--- config.mk ---
export PLATFORM = sky130hd
export DESIGN_NAME = rv_wb_arb_flat
export DESIGN_NICKNAME = d
export VERILOG_FILES = /design/src/rtl/rv_wb_arb_pkg.sv /design/src/rtl/rv_wb_arb_if.sv /design/src/rtl/rv_wb_arb_scoreboard.sv /design/src/rtl/rv_wb_arb.sv /design/src/flat_wrapper.sv
export SDC_FILE = /design/constraint.sdc
export NUM_CORES = 1
export LEC_CHECK = 0
export ABC_AREA = 1
export BUFFER_PORTS_ARGS = -buffer_cell sky130_fd_sc_hd__clkbuf_2
export CAP_MARGIN = 10
export CORE_MARGIN = 3
export CORE_UTILIZATION = 55
export DETAILED_ROUTE_END_ITERATION = 6
export GPL_ROUTABILITY_DRIVEN = 0
export GPL_TIMING_DRIVEN = 0
export PLACE_DENSITY = 0.95
export SLEW_MARGIN = 10
export SYNTH_ARGS = -nofsm -noshare
export SYNTH_HDL_FRONTEND = slang
export SYNTH_SLANG_ARGS = --single-unit
--- constraint.sdc ---
create_clock -name i_clk -period 4.2 [get_ports i_clk]
set_input_delay 0.42 -clock i_clk [delete_from_list [all_inputs] [get_ports i_clk]]
set_output_delay 0.42 -clock i_clk [all_outputs]
set_load 0.02 [all_outputs]
--- src/rtl/rv_wb_arb_pkg.sv ---
// Shared types for the writeback arbiter slice: register index, data word,
// and the grant decision encoding.
package rv_pkg;

    typedef logic [4:0]  reg_idx_t;
    typedef logic [31:0] word_t;

    localparam reg_idx_t REG_ZERO = 5'd0;

    typedef enum logic [1:0] {
        GNT_NONE,
        GNT_ALU,
        GNT_LSU
    } grant_t;

endpackage

--- src/rtl/rv_wb_arb_if.sv ---
// Writeback/issue bundle between the execution units and the arbiter.
// The master drives requests and issue info; the slave is the arbiter.
interface rv_wb_arb_if;
    import rv_pkg::*;

    logic     i_alu_valid;
    reg_idx_t i_alu_rd;
    word_t    i_alu_data;
    logic     o_alu_ready;

    logic     i_lsu_valid;
    reg_idx_t i_lsu_rd;
    word_t    i_lsu_data;
    logic     o_lsu_ready;

    logic     o_write;
    reg_idx_t o_rd;
    word_t    o_data;

    logic     i_issue;
    reg_idx_t i_issue_rd;
    reg_idx_t i_rs1;
    reg_idx_t i_rs2;
    logic     o_busy_rs1;
    logic     o_busy_rs2;

    modport slave (
        input  i_alu_valid, i_alu_rd, i_alu_data,
        output o_alu_ready,
        input  i_lsu_valid, i_lsu_rd, i_lsu_data,
        output o_lsu_ready,
        output o_write, o_rd, o_data,
        input  i_issue, i_issue_rd, i_rs1, i_rs2,
        output o_busy_rs1, o_busy_rs2
    );

    modport master (
        output i_alu_valid, i_alu_rd, i_alu_data,
        input  o_alu_ready,
        output i_lsu_valid, i_lsu_rd, i_lsu_data,
        input  o_lsu_ready,
        input  o_write, o_rd, o_data,
        output i_issue, i_issue_rd, i_rs1, i_rs2,
        input  o_busy_rs1, o_busy_rs2
    );

endinterface

--- src/rtl/rv_wb_arb_scoreboard.sv ---
// Pending-write scoreboard: one busy bit per architectural register x1..x31.
// x0 has no storage and always reads as not busy.
module rv_scoreboard
    import rv_pkg::*;
(
    input  logic     clk,
    input  logic     rst_n,
    input  logic     set_en,
    input  reg_idx_t set_rd,
    input  logic     clr_en,
    input  reg_idx_t clr_rd,
    input  reg_idx_t rs1,
    input  reg_idx_t rs2,
    output logic     busy_rs1,
    output logic     busy_rs2
);

    logic [31:1] busy;
    logic [31:0] busy_vec;

    // A new issue to the same register outranks a writeback retiring it.
    always_ff @(posedge clk or negedge rst_n) begin
        if (!rst_n) begin
            busy <= '0;
        end else begin
            for (int unsigned i = 1; i < 32; i++) begin
                if (set_en && set_rd == reg_idx_t'(i)) begin
                    busy[i] <= 1'b1;
                end else if (clr_en && clr_rd == reg_idx_t'(i)) begin
                    busy[i] <= 1'b0;
                end
            end
        end
    end

    always_comb begin
        busy_vec = {busy, 1'b0};
        busy_rs1 = busy_vec[rs1];
        busy_rs2 = busy_vec[rs2];
    end

endmodule

--- src/rtl/rv_wb_arb.sv ---
// Register-file writeback arbiter: LSU priority with ALU starvation guard,
// one-cycle registered write port, and a pending-write scoreboard.
module rv_wb_arb
    import rv_pkg::*;
#(
    parameter int unsigned STARVE_LIMIT = 3
)
(
    input logic        i_clk,
    input logic        i_reset_n,
    rv_wb_arb_if.slave bus
);

    localparam logic [1:0] LIMIT = 2'(STARVE_LIMIT);

    grant_t     grant;
    logic [1:0] starve_cnt;
    reg_idx_t   gnt_rd;
    word_t      gnt_data;

    // Grants are suppressed during reset so neither ready can rise.
    always_comb begin
        grant = GNT_NONE;
        if (i_reset_n) begin
            if (bus.i_alu_valid && bus.i_lsu_valid) begin
                grant = (starve_cnt == LIMIT) ? GNT_ALU : GNT_LSU;
            end else if (bus.i_alu_valid) begin
                grant = GNT_ALU;
            end else if (bus.i_lsu_valid) begin
                grant = GNT_LSU;
            end
        end
    end

    always_comb begin
        gnt_rd   = REG_ZERO;
        gnt_data = '0;
        case (grant)
            GNT_ALU: begin
                gnt_rd   = bus.i_alu_rd;
                gnt_data = bus.i_alu_data;
            end
            GNT_LSU: begin
                gnt_rd   = bus.i_lsu_rd;
                gnt_data = bus.i_lsu_data;
            end
            default: ;
        endcase
    end

    assign bus.o_alu_ready = (grant == GNT_ALU);
    assign bus.o_lsu_ready = (grant == GNT_LSU);

    always_ff @(posedge i_clk or negedge i_reset_n) begin
        if (!i_reset_n) begin
            starve_cnt <= '0;
        end else if (grant == GNT_ALU) begin
            starve_cnt <= '0;
        end else if (bus.i_alu_valid && starve_cnt != LIMIT) begin
            starve_cnt <= starve_cnt + 2'd1;
        end
    end

    // Writes to x0 are accepted but never reach the register file.
    always_ff @(posedge i_clk or negedge i_reset_n) begin
        if (!i_reset_n) begin
            bus.o_write <= 1'b0;
            bus.o_rd    <= REG_ZERO;
            bus.o_data  <= '0;
        end else if (grant != GNT_NONE) begin
            bus.o_write <= (gnt_rd != REG_ZERO);
            bus.o_rd    <= gnt_rd;
            bus.o_data  <= gnt_data;
        end else begin
            bus.o_write <= 1'b0;
        end
    end

    rv_scoreboard u_scoreboard (
        .clk      (i_clk),
        .rst_n    (i_reset_n),
        .set_en   (bus.i_issue && bus.i_issue_rd != REG_ZERO),
        .set_rd   (bus.i_issue_rd),
        .clr_en   (grant != GNT_NONE),
        .clr_rd   (gnt_rd),
        .rs1      (bus.i_rs1),
        .rs2      (bus.i_rs2),
        .busy_rs1 (bus.o_busy_rs1),
        .busy_rs2 (bus.o_busy_rs2)
    );

endmodule

--- src/flat_wrapper.sv ---
// flat-port wrapper written by rule: the top's interface ports become plain ports
module rv_wb_arb_flat import rv_pkg::*;
#(
    parameter int unsigned STARVE_LIMIT = 3
)
  (i_clk, i_reset_n, bus_i_alu_valid, bus_i_alu_rd, bus_i_alu_data, bus_o_alu_ready, bus_i_lsu_valid, bus_i_lsu_rd, bus_i_lsu_data, bus_o_lsu_ready, bus_o_write, bus_o_rd, bus_o_data, bus_i_issue, bus_i_issue_rd, bus_i_rs1, bus_i_rs2, bus_o_busy_rs1, bus_o_busy_rs2);
  rv_wb_arb_if bus_i ();
  input logic i_clk;
  input logic i_reset_n;
  input wire logic [$bits(bus_i.i_alu_valid)-1:0] bus_i_alu_valid;
  input wire logic [$bits(bus_i.i_alu_rd)-1:0] bus_i_alu_rd;
  input wire logic [$bits(bus_i.i_alu_data)-1:0] bus_i_alu_data;
  output wire logic [$bits(bus_i.o_alu_ready)-1:0] bus_o_alu_ready;
  input wire logic [$bits(bus_i.i_lsu_valid)-1:0] bus_i_lsu_valid;
  input wire logic [$bits(bus_i.i_lsu_rd)-1:0] bus_i_lsu_rd;
  input wire logic [$bits(bus_i.i_lsu_data)-1:0] bus_i_lsu_data;
  output wire logic [$bits(bus_i.o_lsu_ready)-1:0] bus_o_lsu_ready;
  output wire logic [$bits(bus_i.o_write)-1:0] bus_o_write;
  output wire logic [$bits(bus_i.o_rd)-1:0] bus_o_rd;
  output wire logic [$bits(bus_i.o_data)-1:0] bus_o_data;
  input wire logic [$bits(bus_i.i_issue)-1:0] bus_i_issue;
  input wire logic [$bits(bus_i.i_issue_rd)-1:0] bus_i_issue_rd;
  input wire logic [$bits(bus_i.i_rs1)-1:0] bus_i_rs1;
  input wire logic [$bits(bus_i.i_rs2)-1:0] bus_i_rs2;
  output wire logic [$bits(bus_i.o_busy_rs1)-1:0] bus_o_busy_rs1;
  output wire logic [$bits(bus_i.o_busy_rs2)-1:0] bus_o_busy_rs2;
  assign bus_i.i_alu_valid = bus_i_alu_valid;
  assign bus_i.i_alu_rd = bus_i_alu_rd;
  assign bus_i.i_alu_data = bus_i_alu_data;
  assign bus_o_alu_ready = bus_i.o_alu_ready;
  assign bus_i.i_lsu_valid = bus_i_lsu_valid;
  assign bus_i.i_lsu_rd = bus_i_lsu_rd;
  assign bus_i.i_lsu_data = bus_i_lsu_data;
  assign bus_o_lsu_ready = bus_i.o_lsu_ready;
  assign bus_o_write = bus_i.o_write;
  assign bus_o_rd = bus_i.o_rd;
  assign bus_o_data = bus_i.o_data;
  assign bus_i.i_issue = bus_i_issue;
  assign bus_i.i_issue_rd = bus_i_issue_rd;
  assign bus_i.i_rs1 = bus_i_rs1;
  assign bus_i.i_rs2 = bus_i_rs2;
  assign bus_o_busy_rs1 = bus_i.o_busy_rs1;
  assign bus_o_busy_rs2 = bus_i.o_busy_rs2;
  rv_wb_arb #(.STARVE_LIMIT(STARVE_LIMIT)) u_core (.i_clk(i_clk), .i_reset_n(i_reset_n), .bus(bus_i));
endmodule
## Word-level counts from Yosys, hierarchy flattened

Index checks and enable logic that the tools add are counted.

- Register bits: 71
- Latch bits: 0
- RAM bits: 0
- Bits in read-only memories: 0
- Input bits: 94
- Output and inout port bits: 42
- Logic and storage cells: 280
- Memories: 0

- Add/subtract/negate cells: 1
- Multiply operators: 0
- Div/mod/pow operators: 0
- $lt $le $gt $ge: 2
- Equality and inequality tests: 66
- Shift operators: 0
- Multiplexer cells: 76
- Bitwise operators: 0
- Reductions and logical operators: 100

Operators with widths:

| cell | number |
|---|---|
| 5-bit equality test (second input constant) | 32 |
| 5-bit by 4-bit equality test with 1-bit output (second input constant) | 16 |
| 2-bit nonzero test | 33 |
| 1-bit logical AND | 65 |
| 1-bit 2-to-1 mux | 65 |
| 32-bit one-hot mux with 2 select lines | 1 |
| 5-bit by 3-bit equality test with 1-bit output (second input constant) | 8 |
| 5-bit by 2-bit equality test with 1-bit output (second input constant) | 4 |
| 2-bit 2-to-1 mux | 7 |
| 5-bit by 6-bit less-than comparator with 1-bit output (second input constant) | 2 |
| 1-bit binary-select mux with 5-bit select | 2 |
| 5-bit by 1-bit equality test with 1-bit output (second input constant) | 2 |
| 5-bit one-hot mux with 2 select lines | 1 |
| 5-bit nonzero test | 2 |
| 2-bit equality test (second input constant) | 2 |
| 2-bit by 1-bit adder with 2-bit output (second input constant) | 1 |
| 2-bit by 1-bit equality test with 1-bit output (second input constant) | 1 |
| 2-bit != test (second input constant) | 1 |

## Depth between registers and ports, before layout

- Depth after elaboration: 10
- Mapped depth: 15
- Depth with buffers taken out: 14

## Cells and area by module

A second synthesis with hierarchy kept.

- Cells, all modules: 597
- Area, all modules: 4240.3 um^2

By module, submodules not included:

| module | times used | cells each | area each (um^2) |
|---|---|---|---|
| rv_scoreboard | 1 | 348 | 2160.8 |
| rv_wb_arb | 1 | 249 | 2079.5 |

## Worst setup path before layout

OpenSTA, ideal clock, no wires.

- Kind: register to register
- From: register u_core.starve_cnt[0]
- To: register u_core.u_scoreboard.busy[21] in the netlist's numbering
- Library setup time: 120 ps
- Arrival: 2039 ps
- Required time: 4080 ps
- Setup slack: 2041 ps
- Cell stages (with the launch flop): 16
- Period minus slack after synthesis: 2159 ps
- Cell sequence: dfrtp_1 ha_1 inv_1 nand2_1 and3_1 inv_1 ha_1 buf_4 nand2_1 nand2_1 nand2_4 nor2_8 inv_2 buf_6 o21ai_1 nand2_1

- Cells in the longest elaborated chain, start to end: 9

Ends and longest elaborated chain:

| item | line | text |
|---|---|---|
| start, declared | rv_wb_arb.sv:17 | `logic [1:0] starve_cnt;` |
| start signal, assigned | rv_wb_arb.sv:60 | `starve_cnt <= starve_cnt + 2'd1;` |
| 2-bit equality test | rv_wb_arb.sv:26 | `grant = (starve_cnt == LIMIT) ? GNT_ALU : GNT_LSU;` |
| 2-bit 2-to-1 mux | rv_wb_arb.sv:26 |  |
| 2-bit 2-to-1 mux | rv_wb_arb.sv:25 | `if (bus.i_alu_valid && bus.i_lsu_valid) begin` |
| 2-bit 2-to-1 mux | rv_wb_arb.sv:24 | `if (i_reset_n) begin` |
| 2-bit equality test | -- |  |
| named net bus_o_lsu_ready | flat_wrapper.sv:17 | `output wire logic [$bits(bus_i.o_lsu_ready)-1:0] bus_o_lsu_ready;` |
| 5-bit one-hot mux with 2 select lines | rv_wb_arb.sv:38 | `case (grant)` |
| 5-bit equality test | rv_wb_arb_scoreboard.sv:29 | `end else if (clr_en && clr_rd == reg_idx_t'(i)) begin` |
| 1-bit logical AND | rv_wb_arb_scoreboard.sv:29 |  |
| 2-bit nonzero test (no line) | -- |  |
| end signal, assigned | rv_wb_arb_scoreboard.sv:24 | `busy <= '0;` |
| end signal, assigned by index | rv_wb_arb_scoreboard.sv:28 | `busy[i] <= 1'b1;` |
| end signal, assigned by index | rv_wb_arb_scoreboard.sv:30 | `busy[i] <= 1'b0;` |
| end, declared | rv_wb_arb_scoreboard.sv:18 | `logic [31:1] busy;` |

The timed path passes the listed nets, and every way through them passes these cells.
A chain may end at the register's enable or synchronous reset.

## Final worst setup path

- From: input port i_reset_n
- To: register u_core.u_scoreboard.busy[8] in the netlist's numbering

- Cells in the longest elaborated chain, start to end: 6

Ends and longest elaborated chain:

| item | line | text |
|---|---|---|
| start, declared | flat_wrapper.sv:9 | `input logic i_reset_n;` |
| 2-bit 2-to-1 mux * | rv_wb_arb.sv:24 |  |
| 2-bit equality test or 2-bit by 1-bit equality test with 1-bit output (tied branches) | rv_wb_arb.sv:38 |  |
| 5-bit one-hot mux with 2 select lines | rv_wb_arb.sv:38 |  |
| 5-bit by 4-bit equality test with 1-bit output | rv_wb_arb_scoreboard.sv:29 |  |
| 1-bit logical AND * | rv_wb_arb_scoreboard.sv:29 |  |
| 2-bit nonzero test (no line) * | -- |  |

Mark *: on every way between the ends. The rest lies on a longest branch, timed or not.

==> results_dict.tcl <==
set metrics [dict create \
    drt-pass1-iter-count 7 \
    cts_hold_buffers 0 \
    dieArea_um2 8790 \
    htree_levels 3 \
    cts_resized 0 \
    nets 829 \
    diodes 0 \
    cp_cell_sequence "clkbuf_4 -> buf_12 -> and3_1 -> inv_1 -> ha_1 -> buf_2 -> inv_1 -> nand2_2 -> inv_1 -> nand3_1 -> nand2_1 -> nand2_1" \
    violations "DRC" \
    via_count 4811 \
    criticalPathCategory "in -> reg" \
    cts.sinks 71 \
    p_leak_uw 0.00296 \
    cp-end-kind "flip-flop" \
    io_buffer_count 130 \
    yosys_warnings 0 \
    track_usage 0.313 \
    cp_num_buf_inv 6 \
    finalSetupTns_ps 0 \
    drc 2 \
    maxSlewViolCount 0 \
    synth_area_leader_cell "dfrtp_1" \
    syn-cell-area_um2 4240 \
    clkLatencyLatePin_ps 360 \
    hold_path.class "in -> async" \
    drive_gt1_frac 0.249 \
    slowest_delay_ps 450 \
    hold_violations 0 \
    final_common_cell "nand2_1" \
    max_freq_mhz 399 \
    antenna_found_initial 0 \
    synth_seq_cells 71 \
    layout_common_cells "nand2_1, clkbuf_2, nand3_1" \
    synthCells 589 \
    drt_iter0_markers 567 \
    antenna_left 0 \
    cp_max_fo 39 \
    rsz0062_at_grt "false" \
    worst_slack_ps 1690 \
    fin_skew_ps 7.20 \
    wl_per_cell_um 15.7 \
    synth_sequential_area_ratio 0.419 \
    dp_slack_ps 1340 \
    netlist.area_leader.share 0.419 \
    area_delta_synth_final_pct 24.3 \
    crit_slowest_cell "clkbuf_4" \
    cap_viol_max_count 0 \
    viasPerCell 5.76 \
    power_density_nw_per_um2 404 \
    period_share 0.597 \
    cp_data_arrival_time_ps 2750 \
    status "complete, but fails checks" \
    io-pin-count 136 \
    grt_pass1_wl_um 21700 \
    cp-start-kind "input pin" \
    coreArea_um2 7370 \
    synth_fp_nets 687 \
    dp.final_hpwl_um 9920 \
    grt_max_degree 40 \
    wirelength_um 13100 \
    synth.avg_cell_area_um2 7.19 \
    grt-ovfl-total 0 \
    period_needed_ps 2510 \
    ys_types 24 \
    floorplan.initialDensity 0.575 \
    root_buffer "clkbuf_8" \
    rows 31 \
    synth.area.top_cells "dfrtp_1, nand2_1, nand3_1" \
    required_ps 4450 \
    cpLargestDelayFamily "buffers and inverters" \
    tritoncts "yes" \
    cts_setup_buffers 0 \
    numCtsBuffers 9 \
    clockBufferDepth 2 \
    fp.dieH_um 93.8 \
    ir_drop_mv 0.273 \
    final-setup-viol-count 0 \
    clkTransAtPathRegs_ps 80 \
    tightest_slew_ps 554 \
    relSlewSlack 0.631 \
    critPathMostFrequentCell "inv_1" \
    grt_pass1_vias 4753 \
    die_w_um 93.8 \
]
-- path summary, 6_finish.rpt --
check                                 startpoint                            to  slack, ps  depth (start not counted)
max                                    i_reset_n   u_core.u_scoreboard.busy[8]       1690                         12
min                                    i_reset_n         u_core.bus.o_data[25]         50                          1
max reg2reg                 u_core.starve_cnt[0]  u_core.u_scoreboard.busy[21]       1790                         14
min reg2reg                u_core.bus.o_data[16]         u_core.bus.o_data[16]        480                          2
max in group asynchronous              i_reset_n  u_core.u_scoreboard.busy[24]       3580                          2
min in group i_clk                   bus_i_issue  u_core.u_scoreboard.busy[16]        370                          3
-- where the power goes --
group / internal (uW) / switching (uW) / total, uW
clock: 365 / 261 / 627
sequential: 800 / 103 / 903
combinational: 211 / 387 / 598
total: 1380 / 751 / 2130
-- state kept, by name, summed over array words and instances (netlist names) --
name                      count
u_core.u_scoreboard.busy     31
u_core.bus.o_rd               5
u_core.bus.o_write            1
u_core.bus.o_data            32
u_core.starve_cnt             2
-- stage by stage --
step	util	instances	cell area, um^2	hold WS (ps)	power (uW)
after floorplan	-	589	4240	124	1270
after global placement	0.680	818	5010	462	1450
after detailed placement	0.683	819	5030	453	1490
after CTS	0.715	835	5270	71.5	2120
after global routing	0.715	835	5270	99.4	2240
final	0.715	835	5270	50.1	2130
-- cells in the mapped netlist (all sizes together) --
cell type / count
clkbuf: 14
or2: 1
a22o: 32
nand2: 254
nand3: 112
buf: 18
inv: 32
a21oi: 1
dfrtp: 71
ha: 4
o21ai: 24
xor2: 1
nor2: 24
and3: 1
-- layout make-up --
cell class | instances | area (um^2)
Multi-Input combinational cell | 454 | 2180
Fill cell | 543 | 2100
Sequential cell | 71 | 1780
Timing Repair Buffer | 131 | 673
Buffer | 32 | 156
Clock buffer | 11 | 151
Tap cell | 99 | 124
Inverter | 32 | 120
Clock inverter | 5 | 80.1
-- metal layers --
layer	vias to the layer above	wire length, um	global-route usage
li1	2205	-	-
met1	2206	4840	0.375
met2	330	6560	0.534
met3	70	1100	0.0377
met4	0	640	0.196
met5	-	0	0
-- cell families after synthesis --
logic type / Yosys count / share of synthesized area
AO/OA/AOI/OAI: 57 / 0.0957
adder cells (fa/ha/maj): 4 / 0.0118
buffers and inverters: 64 / 0.0652
flip-flops: 71 / 0.419
XOR/XNOR: 1 / 0.00207
AND/OR/NAND/NOR: 392 / 0.406
Note: power is estimated with default switching activity, not from simulation.
